$ cat src/rtl/alu_host_seq.sv
// Host-side sequencer for the serial ALU protocol: takes one request, streams A/B, returns the result.
// Optional feature macro: ALU_HOST_TIMEOUT_EN (abort WAIT_END after TIMEOUT_CYCLES with rsp_err=1).
module alu_host_seq #(
  parameter int TIMEOUT_CYCLES = 64,
  parameter int TO_W           = 7
) (
  input  logic        clk,
  input  logic        reset,
  input  logic        req_valid,
  output logic        req_ready,
  input  logic [1:0]  req_op,
  input  logic [7:0]  req_a,
  input  logic [7:0]  req_b,
  output logic        rsp_valid,
  input  logic        rsp_ready,
  output logic [15:0] rsp_data,
  output logic        rsp_err,
  output logic        BEGIN,
  output logic [1:0]  op_code,
  output logic [7:0]  inbus,
  input  logic [7:0]  outbus,
  input  logic        END,
  output logic        busy
);

  typedef enum logic [2:0] {
    IDLE, START, SEND_A, SEND_B, WAIT_END, CAP_LO, RESP
  } state_t;

  if ((2 ** TO_W) <= TIMEOUT_CYCLES) begin : g_bad_to_w
    $error("alu_host_seq: TO_W too narrow for TIMEOUT_CYCLES");
  end

  state_t      state, state_next;
  logic [1:0]  op_q, op_next;
  logic [7:0]  a_q, a_next, b_q, b_next;
  logic        begin_next;
  logic [1:0]  op_code_next;
  logic [7:0]  inbus_next;
  logic        rsp_valid_next;
  logic [15:0] rsp_data_next;
  logic        rsp_err_next;

`ifdef ALU_HOST_TIMEOUT_EN
  localparam logic [TO_W-1:0] TO_LAST = TO_W'(TIMEOUT_CYCLES - 1);
  logic [TO_W-1:0] to_cnt, to_cnt_next;
`endif

  // Reset is folded in so the host never advertises readiness while held in reset.
  assign req_ready = reset && (state == IDLE);
  assign busy      = (state != IDLE);

  // ALU-facing and response outputs are computed for the state being entered, then registered.
  always_comb begin
    state_next     = state;
    op_next        = op_q;
    a_next         = a_q;
    b_next         = b_q;
    begin_next     = 1'b0;
    op_code_next   = op_code;
    inbus_next     = 8'h00;
    rsp_valid_next = 1'b0;
    rsp_data_next  = rsp_data;
    rsp_err_next   = 1'b0;
`ifdef ALU_HOST_TIMEOUT_EN
    rsp_err_next   = rsp_err;
    to_cnt_next    = to_cnt;
`endif
    case (state)
      IDLE: begin
        op_code_next = 2'b00;
        if (req_valid) begin
          op_next      = req_op;
          a_next       = req_a;
          b_next       = req_b;
          state_next   = START;
          begin_next   = 1'b1;
          op_code_next = req_op;
        end
      end
      START: begin
        state_next = SEND_A;
        begin_next = 1'b1;
        inbus_next = a_q;
      end
      SEND_A: begin
        state_next = SEND_B;
        inbus_next = b_q;
      end
      SEND_B: begin
        state_next = WAIT_END;
`ifdef ALU_HOST_TIMEOUT_EN
        to_cnt_next = '0;
`endif
      end
      WAIT_END: begin
        if (END) begin
          rsp_err_next = 1'b0;
          if (op_q[1]) begin
            state_next           = CAP_LO;
            rsp_data_next[15:8]  = outbus;
          end else begin
            state_next     = RESP;
            rsp_valid_next = 1'b1;
            rsp_data_next  = {8'h00, outbus};
          end
        end
`ifdef ALU_HOST_TIMEOUT_EN
        else if (to_cnt == TO_LAST) begin
          state_next     = RESP;
          rsp_valid_next = 1'b1;
          rsp_data_next  = 16'h0000;
          rsp_err_next   = 1'b1;
        end else begin
          to_cnt_next = to_cnt + 1'b1;
        end
`endif
      end
      CAP_LO: begin
        state_next          = RESP;
        rsp_valid_next      = 1'b1;
        rsp_data_next[7:0]  = outbus;
        rsp_err_next        = 1'b0;
      end
      RESP: begin
        rsp_valid_next = 1'b1;
        if (rsp_ready) begin
          rsp_valid_next = 1'b0;
          op_code_next   = 2'b00;
          state_next     = IDLE;
        end
      end
      default: begin
        state_next   = IDLE;
        op_code_next = 2'b00;
      end
    endcase
  end

  always_ff @(posedge clk or negedge reset) begin
    if (!reset) begin
      state     <= IDLE;
      op_q      <= 2'b00;
      a_q       <= 8'h00;
      b_q       <= 8'h00;
      BEGIN     <= 1'b0;
      op_code   <= 2'b00;
      inbus     <= 8'h00;
      rsp_valid <= 1'b0;
      rsp_data  <= 16'h0000;
    end else begin
      state     <= state_next;
      op_q      <= op_next;
      a_q       <= a_next;
      b_q       <= b_next;
      BEGIN     <= begin_next;
      op_code   <= op_code_next;
      inbus     <= inbus_next;
      rsp_valid <= rsp_valid_next;
      rsp_data  <= rsp_data_next;
    end
  end

`ifdef ALU_HOST_TIMEOUT_EN
  always_ff @(posedge clk or negedge reset) begin
    if (!reset) begin
      to_cnt  <= '0;
      rsp_err <= 1'b0;
    end else begin
      to_cnt  <= to_cnt_next;
      rsp_err <= rsp_err_next;
    end
  end
`else
  assign rsp_err = 1'b0;
  logic unused_err;
  assign unused_err = rsp_err_next;
`endif

endmodule

$ cat config.mk
export PLATFORM = sky130hd
export DESIGN_NAME = alu_host_seq
export DESIGN_NICKNAME = d
export VERILOG_FILES = /design/src/rtl/alu_host_seq.sv
export SDC_FILE = /design/constraint.sdc
export NUM_CORES = 1
export LEC_CHECK = 0
export ABC_AREA = 1
export CORE_MARGIN = 2
export CORE_UTILIZATION = 60
export DETAILED_ROUTE_END_ITERATION = 8
export DONT_BUFFER_PORTS = 1
export GPL_TIMING_DRIVEN = 1
export PLACE_DENSITY = 0.76
export SYNTH_ARGS = -nofsm -noshare
export SYNTH_HDL_FRONTEND = slang
export SYNTH_SLANG_ARGS = --single-unit
$ cat constraint.sdc
create_clock -name clk -period 2.8 [get_ports clk]
set_input_delay 0.14 -clock clk [delete_from_list [all_inputs] [get_ports clk]]
set_output_delay 0.14 -clock clk [all_outputs]
set_load 0.03 [all_outputs]
# After elaboration in Yosys (flattened, before gate mapping)
# Index checks and enable logic that the tools add are counted.
totals:
  regBits: 49
  inputBits: 31
  wordCells: 50
classes:
  eq_ne: 10
  mux: 19
  bitwise_logic: 1
  n_reduce_logical: 10
op_table:
  columns: ["op", "n"]
  rows:
  - ["one-hot mux 8 bit (2 select lines)", 2]
  - ["2-to-1 mux 8 bit", 3]
  - ["one-hot mux 3 bit (7 select lines)", 1]
  - ["equality test 3 bit (second input constant)", 3]
  - ["2-to-1 mux 3 bit", 3]
  - ["!= test 2 bit (second input constant)", 4]
  - ["equality test 3 x 2 -> 1 bit (second input constant)", 2]
  - ["2-to-1 mux 2 bit", 3]
  - ["one-hot mux 2 bit (3 select lines)", 1]
  - ["AND reduction 2 bit", 3]
  - ["AND reduction 3 bit", 2]
  - ["OR reduction 5 bit", 1]
  - ["2-to-1 mux 1 bit", 4]
  - ["equality test 3 x 1 -> 1 bit (second input constant)", 1]
  - ["logical NOT 3 bit", 1]
  - ["one-hot mux 1 bit (3 select lines)", 1]
  - ["nonzero test 3 bit", 1]
  - ["one-hot mux 1 bit (2 select lines)", 1]
  - ["nonzero test 2 bit", 1]
  - ["logical AND 1 bit", 1]
  - ["inverter 1 bit", 1]

# Longest topological paths before layout
# Gate-level depths: netlist of run 1.
logic_depth:
  word_depth: 4
  ltp_mapped: 8

# Worst setup path before layout of run 1
# Ideal clock, no wire load.
synth_timing:
  path_kind: "register to output"
  startpoint: "reg state[0]"
  endpoint: "out req_ready"
  t_arrival_ns: 1.310
  required_ns: 2.660
  path_slack_ns: 1.350
  stages_incl_launch_ff: 4
  path_cell_list: "dfrtp_1 -> nor2_4 -> nand2_1 -> nor2_1"
synth_between:
  elab_chain_len: 2
synth_lines:
  columns: ["item", "line_no", "source"]
  rows:
  - ["from (decl)", "34", "state_t state, state_next;"]
  - ["from (signal assigned)", "152", "state <= state_next;"]
  - ["logical NOT 3 bit", "50", "assign req_ready = reset && (state == IDLE);"]
  - ["logical AND 1 bit", "50", null]
  - ["to (decl)", "10", "output logic req_ready,"]
# No other way between the ends.

# Worst setup path after layout of run 1
# Same ends and word-level chain as after synthesis.

==> impl_results.md, run 1 <==
* Starting DRT DRC Count at 128
* Starting density of the core at 0.6344
* Number of port buffers at 0
* # diodes at 0
* Hold WC Path Type: in -> reg
* Area Growth Syn to Fin at 20.03%
* Synth Area in Simple Gates at 0.2028
* Mapped Nets at 240
* Fin util at 0.7615
* Reg2Reg Setup Slack at 1.29 ns
* Total power at 2.567 mW
* Drc violations at 0
* CTS tree: yes
* Die area at 3698 um2
* R2R cell count at 5
* CP Launch Type: register
* TritonRoute pass-1 iters at 4
* Drt total wl at 4.134 mm
* Final hold slack at 0.01500 ns
* Setup Fix Bufs, Post-CTS at 0
* CP Launch Point: state[0]$_DFFE_PN0P_
* Hold-fix buffers at CTS at 29
* Die width at 60.82 um
* R2R Path End: b_q[4]$_DFFE_PN0P_
* Avg Inst Size Synth at 9.267 um2
* GRT overflow at 0
* CP delay by family, top: simple AND/OR/NAND/NOR gates
* Leakage power total at 1.159 nW
* Setup TNS at 0 ns
* CTS H-tree lvls at 2
* Rows at 20
* Max_cap viols at 0
* Slowest cell on the critical path: nor2_1
* Crit end category: output port
* Crit-path max cell delay at 0.51 ns
* WP depth at 3
* Mapped Cells at 209
* Final min period at 1.939 ns
* Reg2reg start: state[0]$_DFFE_PN0P_
* DP HPWL at 2.639 mm
* CTS Root Cell: clkbuf_4
* Slew headroom at 0.6339
* Netlist cell types at 17
* Fin. max-slew vios at 0
* Largest net degree at the start of global routing at 49
* Sink Count at 48
* CTS Buffer Depth at 2
* First-pass GRT wire length at 6.492 mm
* Sequential share of the synthesized area at 0.6202
* Synth top area cells: dfrtp_1 (62%), nand2_1 (11%), o21ai_0 (6.5%)
* Compound-gate portion of the synthesized area at 0.1034
* Worst EP required at 2.66 ns
* Fill cells at 225
* Clock Latency Late Sink at 0.36 ns
* Remaining antenna violation count at 0
* Crit-path max FO at 5
* CP Cell Sequence: nor2_4, nand2_1, nor2_1
* Fin crit share at 0.6925
* Worst slew pin tran at 0.5471 ns
* CTS clk-pin slew, worst paths at 0.12 ns
* Status: complete, no violations
* Core area at 3053 um2
* Share of cells above drive strength 1 at 0.07083
* Adder-cell area share of the yosys netlist at 0
* Ys Warns at 0
* Post-synthesis xor/xnor area fraction at 0
* Clock skew at 0.01225 ns
* Worst Path Arrival at 1.80 ns
* PwrDens at 1104 nW/um2
* Initial antenna violation count at 0
* Synth area leader: dfrtp_1
* Crit path to: req_ready
* RD Place Congestion at 0.7595
* Post-Syn Area at 1937 um2
* Vias in the first global route at 1528
* Resized cells post-CTS at 0
* Placed insts at 247
* Nets at 270
* Top-Level Pins at 62
* Endpoints failing hold at 0
* Fmax at 515.7 MHz
* Die height at 60.82 um
* Global-route total usage across every layer at 0.2437
* Vias at 1539
* RSZ-0062 raised after global routing: false
* Flop and latch count out of synthesis at 48
* Largest family of logic cells by synthesized area: simple AND/OR/NAND/NOR gates
* WL per Instance at 14.56 um
* Buffers & Inverters on Critical Path at 0
* Mux cell area share after synthesis at 0
* TritonCTS buffer count at 5
* Worst vdd rail ir drop at 611.3 uV
* Vias/cell at 5.419
* Final std cells w/o fill at 284
* Setup CP Type: reg -> out
* Area share of the largest cell type after synthesis at 0.6202
* Final Setup Violations at 0
-- cell type report --
| class | count | area (um2) | share of cell area |
|---|---|---|---|
| Multi-Input combinational cell | 128 | 596.8 | 0.2567 |
| Clock buffer | 7 | 55.05 | 0.02368 |
| Sequential cell | 48 | 1201 | 0.5167 |
| Inverter | 27 | 101.3 | 0.04360 |
| Tap cell | 44 | 55.05 | 0.02368 |
| Timing Repair Buffer | 29 | 307.8 | 0.1324 |
| Clock inverter | 1 | 7.507 | 0.003229 |
-- routing by layer --
layer	GRT usage	up-vias	share of wire
met3	0.09808	9	0.083
met1	0.2598	738	0.40
li1	-	733	-
met5	0	-	0
met4	0.06832	0	0.013
met2	0.4439	59	0.50
-- worst min-delay path, stage by stage --
cell and delay [ns]:
nor2_1 0.03, nand2_1 0.11, nand2_1 0.06
-- Yosys cell counts (all sizes together) --
library cell  instances
a21oi                 1
buf                   6
conb                  1
dfrtp                48
inv                  27
nand2                58
nand3                24
nor2                  6
nor3                  1
o21ai                29
o22ai                 8
-- layout by cell type, fill, tap and decap left out, types with 2 or more instances in the layout --
cell            n
nand2_1        55
dfrtp_1        48
dlygate4sd3_1  28
o21ai_0        25
inv_1          24
nand3_1        23
o22ai_1         8
clkbuf_4        5
nor2_1          4
o21ai_1         4
inv_2           3
nand2_2         3
nor2_4          2
-- cells by family (layout without fill, tap and decap cells) --
logic type,count (synthesis),after routing
simple gates,89,89
flops,48,48
compound gates,38,38
buf+inv,33,64
other cells,1,1
-- stage by stage --
stage / cell area, um2 / setup WS, ns
CTS: 2325 / 0.8616
floorplan: 1937 / 1.350
finish: 2325 / 0.8610
global placement: 1954 / 1.295
global route: 2325 / 0.7487
detailed placement: 1954 / 1.259
-- power breakdown --
| group | internal [mW] | total, mW | switching [mW] |
|---|---|---|---|
| Combinational | 0.248 | 0.765 | 0.516 |
| Clock | 0.123 | 0.331 | 0.208 |
| Sequential | 0.984 | 1.47 | 0.487 |
| Total | 1.36 | 2.57 | 1.21 |
-- worst min-delay path by stage --
stage               from                 endpoint  slack (ns)  cells after the start
5_1_grt        rsp_ready     state[1]$_DFFE_PN0P_        0.02                      3
3_3_place_gp       reset  rsp_data[2]$_DFFE_PN0P_       -0.15                      0
3_5_place_dp       reset  rsp_data[7]$_DFFE_PN0P_       -0.15                      0
4_1_cts        rsp_ready     state[1]$_DFFE_PN0P_       0.004                      3
2_1_floorplan      reset          BEGIN$_DFF_PN0_       -0.16                      0
6_report       rsp_ready     state[1]$_DFFE_PN0P_        0.02                      3
-- sequential cells by signal, indices dropped and copies added, names as in the netlist --
signal	flops
op_q	1
op_code	2
a_q	8
rsp_data	16
inbus	8
rsp_valid	1
state	3
BEGIN	1
b_q	8
Note: power is estimated with default switching activity, not from simulation.
==> run 2: changes to the inputs <==
Settings changed: CORE_UTILIZATION 60 to 55, PLACE_DENSITY 0.76 to 0.73.
Clock period 2.8 ns to 1.64 ns, I/O delays scaled along.
==> run 2 against run 1 <==
Hold slack improved by 0.025 ns; clock skew fell by 0.0012 ns; largest cell class unchanged; sequential cell count did not move; global-route usage rose by 0.98 points; final area rose by 4.6%; die area rose by 8.5%; routed wire length rose by 11%; clock-buffer cell count fell by 1; sequential share of layout area fell by 2.1 points; register-to-register slack got worse by 1.1 ns.
==> impl_results.md, run 2 (synthesis gave the netlist of run 1 again) <==
* Status: complete, no violations
* Setup CP Type: reg -> out
* CTS Root Cell: clkbuf_4
* Reg2reg start: state[1]$_DFFE_PN0P_
* Sink Count at 48 (unchanged)
* Rows at 21 (+5.0%)
* Number of port buffers at 0 (unchanged)
* Worst Hold Path Cells at 3 (unchanged)
* Vias in the first global route at 1672 (+9.4%)
* Worst EP required at 1.56 ns (-1.10 ns)
* CTS Buffer Depth at 2 (unchanged)
* Die area at 4012 um2 (+8.5%)
* Die width at 63.34 um (+4.2%)
* Core area at 3363 um2 (+10%)
* Worst Hold Path EP: rsp_data[11]$_DFFE_PN0P_
* WL per Instance at 15.50 um (+6.5%)
* Drt total wl at 4.572 mm (+11%)
* GRT overflow at 0 (unchanged)
* TritonRoute pass-1 iters at 4 (unchanged)
* Nets at 279 (+3.3%)
* Initial antenna violation count at 0 (unchanged)
* Min-delay src: END
* Share of cells above drive strength 1 at 0.1205 (+0.04965)
* CP Launch Type: register
* Most common cell after layout, fill and taps aside: nand2_1
* Leakage power total at 1.215 nW (+4.8%)
* Clock skew at 0.01103 ns (-0.001219 ns)
* Clock Latency Late Sink at 0.37 ns (about the same)
* Final Setup Violations at 0 (unchanged)
* Die height at 63.34 um (+4.2%)
* Crit-path max FO at 4 (-1)
* Starting DRT DRC Count at 95 (-26%)
* TritonCTS buffer count at 5 (unchanged)
* Max_cap viols at 0 (unchanged)
* DP HPWL at 2.752 mm (+4.3%)
* Vias at 1594 (+3.6%)
* Final setup margin at 0.07347 ns (-0.7875 ns)
* R2R cell count at 6 (+1)
* First-pass GRT wire length at 7.748 mm (+19%)
* CTS H-tree lvls at 2 (unchanged)
* Top-Level Pins at 62 (unchanged)
* Vias/cell at 5.403 (-0.29%)
* Largest net degree at the start of global routing at 49 (unchanged)
* Total power at 4.741 mW (+85%)
* Drc violations at 0 (unchanged)
* Crit end category: output port
* Final std cells w/o fill at 295 (+3.9%)
* Fin. max-slew vios at 0 (unchanged)
* Final min period at 1.567 ns
* Global-route total usage across every layer at 0.2535 (+0.009773)
* Reg2Reg Setup Slack at 0.15 ns (-1.14 ns)
* CTS clk-pin slew, worst paths at 0.14 ns (+0.02 ns)
* Fmax at 638.4 MHz
* RD Place Congestion at 0.8113 (+6.8%)
* Worst Path Arrival at 1.48 ns (-0.32 ns)
* Worst vdd rail ir drop at 852.3 uV (+39%)
* CTS tree: yes
* Most frequent cells in the layout: nand2_1 (55), dfrtp_1 (45), dlygate4sd3_1 (29)
* Hold WC Path Type: in -> reg
* Starting density of the core at 0.5759 (-0.05853)
* Worst slack, placed at 0.1577 ns (-1.102 ns)
* PwrDens at 1949 nW/um2 (+77%)
* Max reg flops at 16 (unchanged)
* Area Growth Syn to Fin at 25.58%
* Fin crit share at 0.9552
* Placed insts at 251 (+1.6%)
* Remaining antenna violation count at 0 (unchanged)
* Endpoints failing hold at 0 (unchanged)
* # diodes at 0 (unchanged)
* R2R Path End: op_code[1]$_DFFE_PN0P_
* Largest register by flop count: rsp_data
-- run 2: layer usage --
| layer | routed length, um | track usage | vias up |
|---|---|---|---|
| li1 | - | - | 748 |
| met1 | 1751 | 0.2850 | 752 |
| met2 | 2333 | 0.4355 | 81 |
| met3 | 362 | 0.08571 | 13 |
| met4 | 125 | 0.1114 | 0 |
| met5 | 0 | 0 | - |
-- run 2: worst max-delay path by stage --
stage                              start                endpoint
global route        state[1]$_DFFE_PN0P_               req_ready
global placement    state[0]$_DFFE_PN0P_  op_code[1]$_DFFE_PN0P_
CTS                 state[1]$_DFFE_PN0P_               req_ready
detailed placement  state[0]$_DFFE_PN0P_  op_code[1]$_DFFE_PN0P_
floorplan           state[0]$_DFFE_PN0P_               req_ready
finish              state[1]$_DFFE_PN0P_               req_ready
-- run 2: stage by stage --
stage                TNS, ns  utilization  hold WS (ns)  cell area [um2]
finish                     0       0.7232       0.03954             2432
global route        -0.02175       0.7232       0.03403             2432
CTS                        0       0.7102      0.009237             2389
detailed placement         0       0.5863       -0.2123             1972
global placement           0       0.5863       -0.2122             1972
floorplan                  0            -       -0.2136             1937
-- run 2: power by group --
part	total, mW	switching (mW)	internal, mW
clock	0.734	0.369	0.365
sequential	2.50	0.810	1.69
combinational	1.51	0.965	0.545
total	4.74	2.14	2.60
-- run 2: cell type report --
cell class              instances  area [um2]
flip-flops and latches         48        1205
fillers                       272       930.9
multi-input cells             128       599.3
repair buffers                 38       377.9
inverters                      27       102.6
well taps                      46       57.56
clock buffers                   6       51.30
clock inverters                 2       38.79
-- run 2: worst max-delay path, cell delays in order, from the launching register on --
cell and delay [ns]:
dfrtp_2 0.47, nor2_4 0.12, nand2_1 0.09, buf_4 0.19, nor2_2 0.10, buf_4 0.17
-- run 2: timing repair --
item	4_1_cts	5_1_grt
resized for setup	1	4
hold buffers	30	0
gates cloned	0	0
buffers inserted	1	5
endpoints found under the hold margin	88	0
pin swaps	0	1
endpoints found under the setup margin	1	1
==> run 3: changes to the inputs <==
Settings changed: CORE_MARGIN 2 to 1, CORE_UTILIZATION 55 to 25, PLACE_DENSITY 0.73 to unset.
==> run 3 against run 2 <==
Cell count grew 16%; highest routed layer unchanged; power is 0.79% higher; setup slack gained 0.022 ns; routed wire length up 0.22%; critical endpoint unchanged; sequential cell count stayed put; maximum frequency grew 1.4%; sequential power about the same; clock-buffer cell count unchanged; final area up 2.3%; non-clock buffer count is 6 lower; register-to-register slack gained 0.14 ns; clock power increased by 23%.
==> impl_results.md, run 3 (synthesis gave the netlist of run 1 again) <==
* Hold WC Path Type: in -> reg
* Endpoints failing hold at 0 (unchanged)
* Vias in the first global route at 1509 (-9.7%)
* First-pass GRT wire length at 7.893 mm (+1.9%)
* Final setup margin at 0.09543 ns (+0.02196 ns)
* Clock skew at 0.008854 ns (-0.002180 ns)
* Largest net degree at the start of global routing at 49 (unchanged)
* Final min period at 1.545 ns (-0.02196 ns)
* DP HPWL at 3.201 mm (+16%)
* Drt total wl at 4.582 mm (+0.22%)
* Worst EP required at 1.56 ns (about the same)
* Crit-path max cell delay at 0.46 ns (about the same)
* Core area at 7370 um2 (+120%)
* Vias at 1475 (-7.5%)
* Placed insts at 305 (+22%)
* Rows at 31 (+48%)
* Total power at 4.778 mW (+0.79%)
* CTS H-tree lvls at 2 (unchanged)
* Fin util at 0.3375 (-0.3857)
* Final hold slack at 0.01041 ns (-0.02912 ns)
* Largest register by flop count: rsp_data
* CTS Root Cell: clkbuf_8
* Final std cells w/o fill at 342 (+16%)
* Sink Count at 48 (unchanged)
* CP Cell Sequence: nor2_4, nand2_1, buf_4, nor2_1, buf_4
* Most common cell after layout, fill and taps aside: nand2_1
* Status: complete, no violations
* Worst slack, placed at 0.2683 ns (+0.1106 ns)
* Post-route cell area at 2487 um2 (+2.3%)
* Area Growth Syn to Fin at 28.42%
* Vias/cell at 4.313 (-20%)
* Remaining antenna violation count at 0 (unchanged)
* TritonRoute pass-1 iters at 4 (unchanged)
* # diodes at 0 (unchanged)
* Fmax at 647.4 MHz (+1.4%)
* Placed Area at 2058 um2 (+4.4%)
* Setup Fix Bufs, Post-CTS at 0 (-1)
* Fin crit share at 0.9418 (-0.01339)
* PwrDens at 1921 nW/um2 (-1.4%)
* Starting DRT DRC Count at 119 (+25%)
* Max reg flops at 16 (unchanged)
* Fill cells at 799 (+190%)
* Leakage power total at 1.207 nW (-0.64%)
* Drc violations at 0 (unchanged)
* RSZ-0062 raised after global routing: false
* CP delay by family, top: flip-flops
* Die width at 90.02 um (+42%)
* Top-Level Pins at 62 (unchanged)
* Worst vdd rail ir drop at 680.2 uV (-20%)
* Worst Path Arrival at 1.46 ns (-0.02 ns)
* Final Setup Violations at 0 (unchanged)
* Crit-path max FO at 5 (+1)
* Die area at 8104 um2 (+100%)
* Reg2Reg Setup Slack at 0.29 ns (+0.14 ns)
* Starting density of the core at 0.2628 (-0.3131)
* CP Launch Type: register
* Die height at 90.02 um (+42%)
* TritonCTS buffer count at 5 (unchanged)
* Global-route total usage across every layer at 0.1227 (-0.1308)
* RD Place Congestion at 0.8200 (+1.1%)
* Fin. max-slew vios at 0 (unchanged)
* CTS tree: yes
* Setup TNS at 0 ns (unchanged)
* Clock Latency Late Sink at 0.30 ns (-0.07 ns)
* GRT overflow at 0 (unchanged)
* Most frequent cells in the layout: nand2_1 (55), dfrtp_1 (48), dlygate4sd3_1 (28)
* CTS Buffer Depth at 2 (unchanged)
* Share of cells above drive strength 1 at 0.08642 (-0.03406)
* WL per Instance at 13.40 um (-14%)
* Nets at 273 (-2.2%)
* Initial antenna violation count at 0 (unchanged)
* CTS clk-pin slew, worst paths at 0.08 ns (-0.06 ns)
* Slowest cell on the critical path: dfrtp_1
* Max_cap viols at 0 (unchanged)
* Setup CP Type: reg -> out
* Crit end category: output port
* CP most frequent cell: buf_4
* Buffers & Inverters on Critical Path at 2 (unchanged)
* Number of port buffers at 0 (unchanged)
==> run 3: changes by cell type in the layout (fill, tap and decap cells not counted), sizes merged <==
cell / previous run / this run
buf: 9 / 4
dlygate4sd3: 29 / 28
clkinv: 2 / 1
inv: 26 / 27
==> run 3: final cells by class <==
| cell class | count | area, um2 | area share |
|---|---|---|---|
| inverters | 27 | 101.3 | 0.04074 |
| flip-flops and latches | 48 | 1201 | 0.4829 |
| clock inverters | 2 | 38.79 | 0.01559 |
| repair buffers | 32 | 342.8 | 0.1378 |
| well taps | 99 | 123.9 | 0.04980 |
| multi-input cells | 128 | 596.8 | 0.2399 |
| clock buffers | 6 | 82.58 | 0.03320 |
==> run 3: report_power, final <==
part / internal (mW) / switching (mW) / leakage [nW]
sequential: 1.68 / 0.848 / 0.613
combinational: 0.476 / 0.870 / 0.533
clock: 0.499 / 0.404 / 0.0614
==> run 3: path summary, 6_finish.rpt <==
path / depth (start not counted) / startpoint / end
max: 5 / state[0]$_DFFE_PN0P_ / req_ready
min: 3 / rsp_ready / state[1]$_DFFE_PN0P_
max reg2reg: 6 / state[0]$_DFFE_PN0P_ / b_q[0]$_DFFE_PN0P_
min reg2reg: 2 / a_q[6]$_DFFE_PN0P_ / inbus[6]$_DFF_PN0_
max in group asynchronous: 2 / reset / op_code[1]$_DFFE_PN0P_
min in group asynchronous: 2 / reset / b_q[6]$_DFFE_PN0P_
==> run 3: timing repair <==
item | in CTS | in global routing
hold buffers | 29 | 0
endpoints found under the hold margin | 84 | 0
gates resized for setup | 0 | 0
setup endpoints to repair | 0 | 1
==> run 3: per-layer routing <==
metal | part of all wire | routed length, um | GRT usage | vias to the layer above
met4 | 0.014 | 62 | 0.04435 | 0
met3 | 0.059 | 271 | 0.04061 | 7
li1 | - | - | - | 734
met5 | 0 | 0 | 0 | -
met2 | 0.47 | 2152 | 0.1934 | 37
met1 | 0.46 | 2096 | 0.1566 | 697
==> run 3: worst min-delay path, cell delays in order <==
cell and delay, ns:
nor2_1 0.03, nand2_1 0.10, nand2_1 0.06
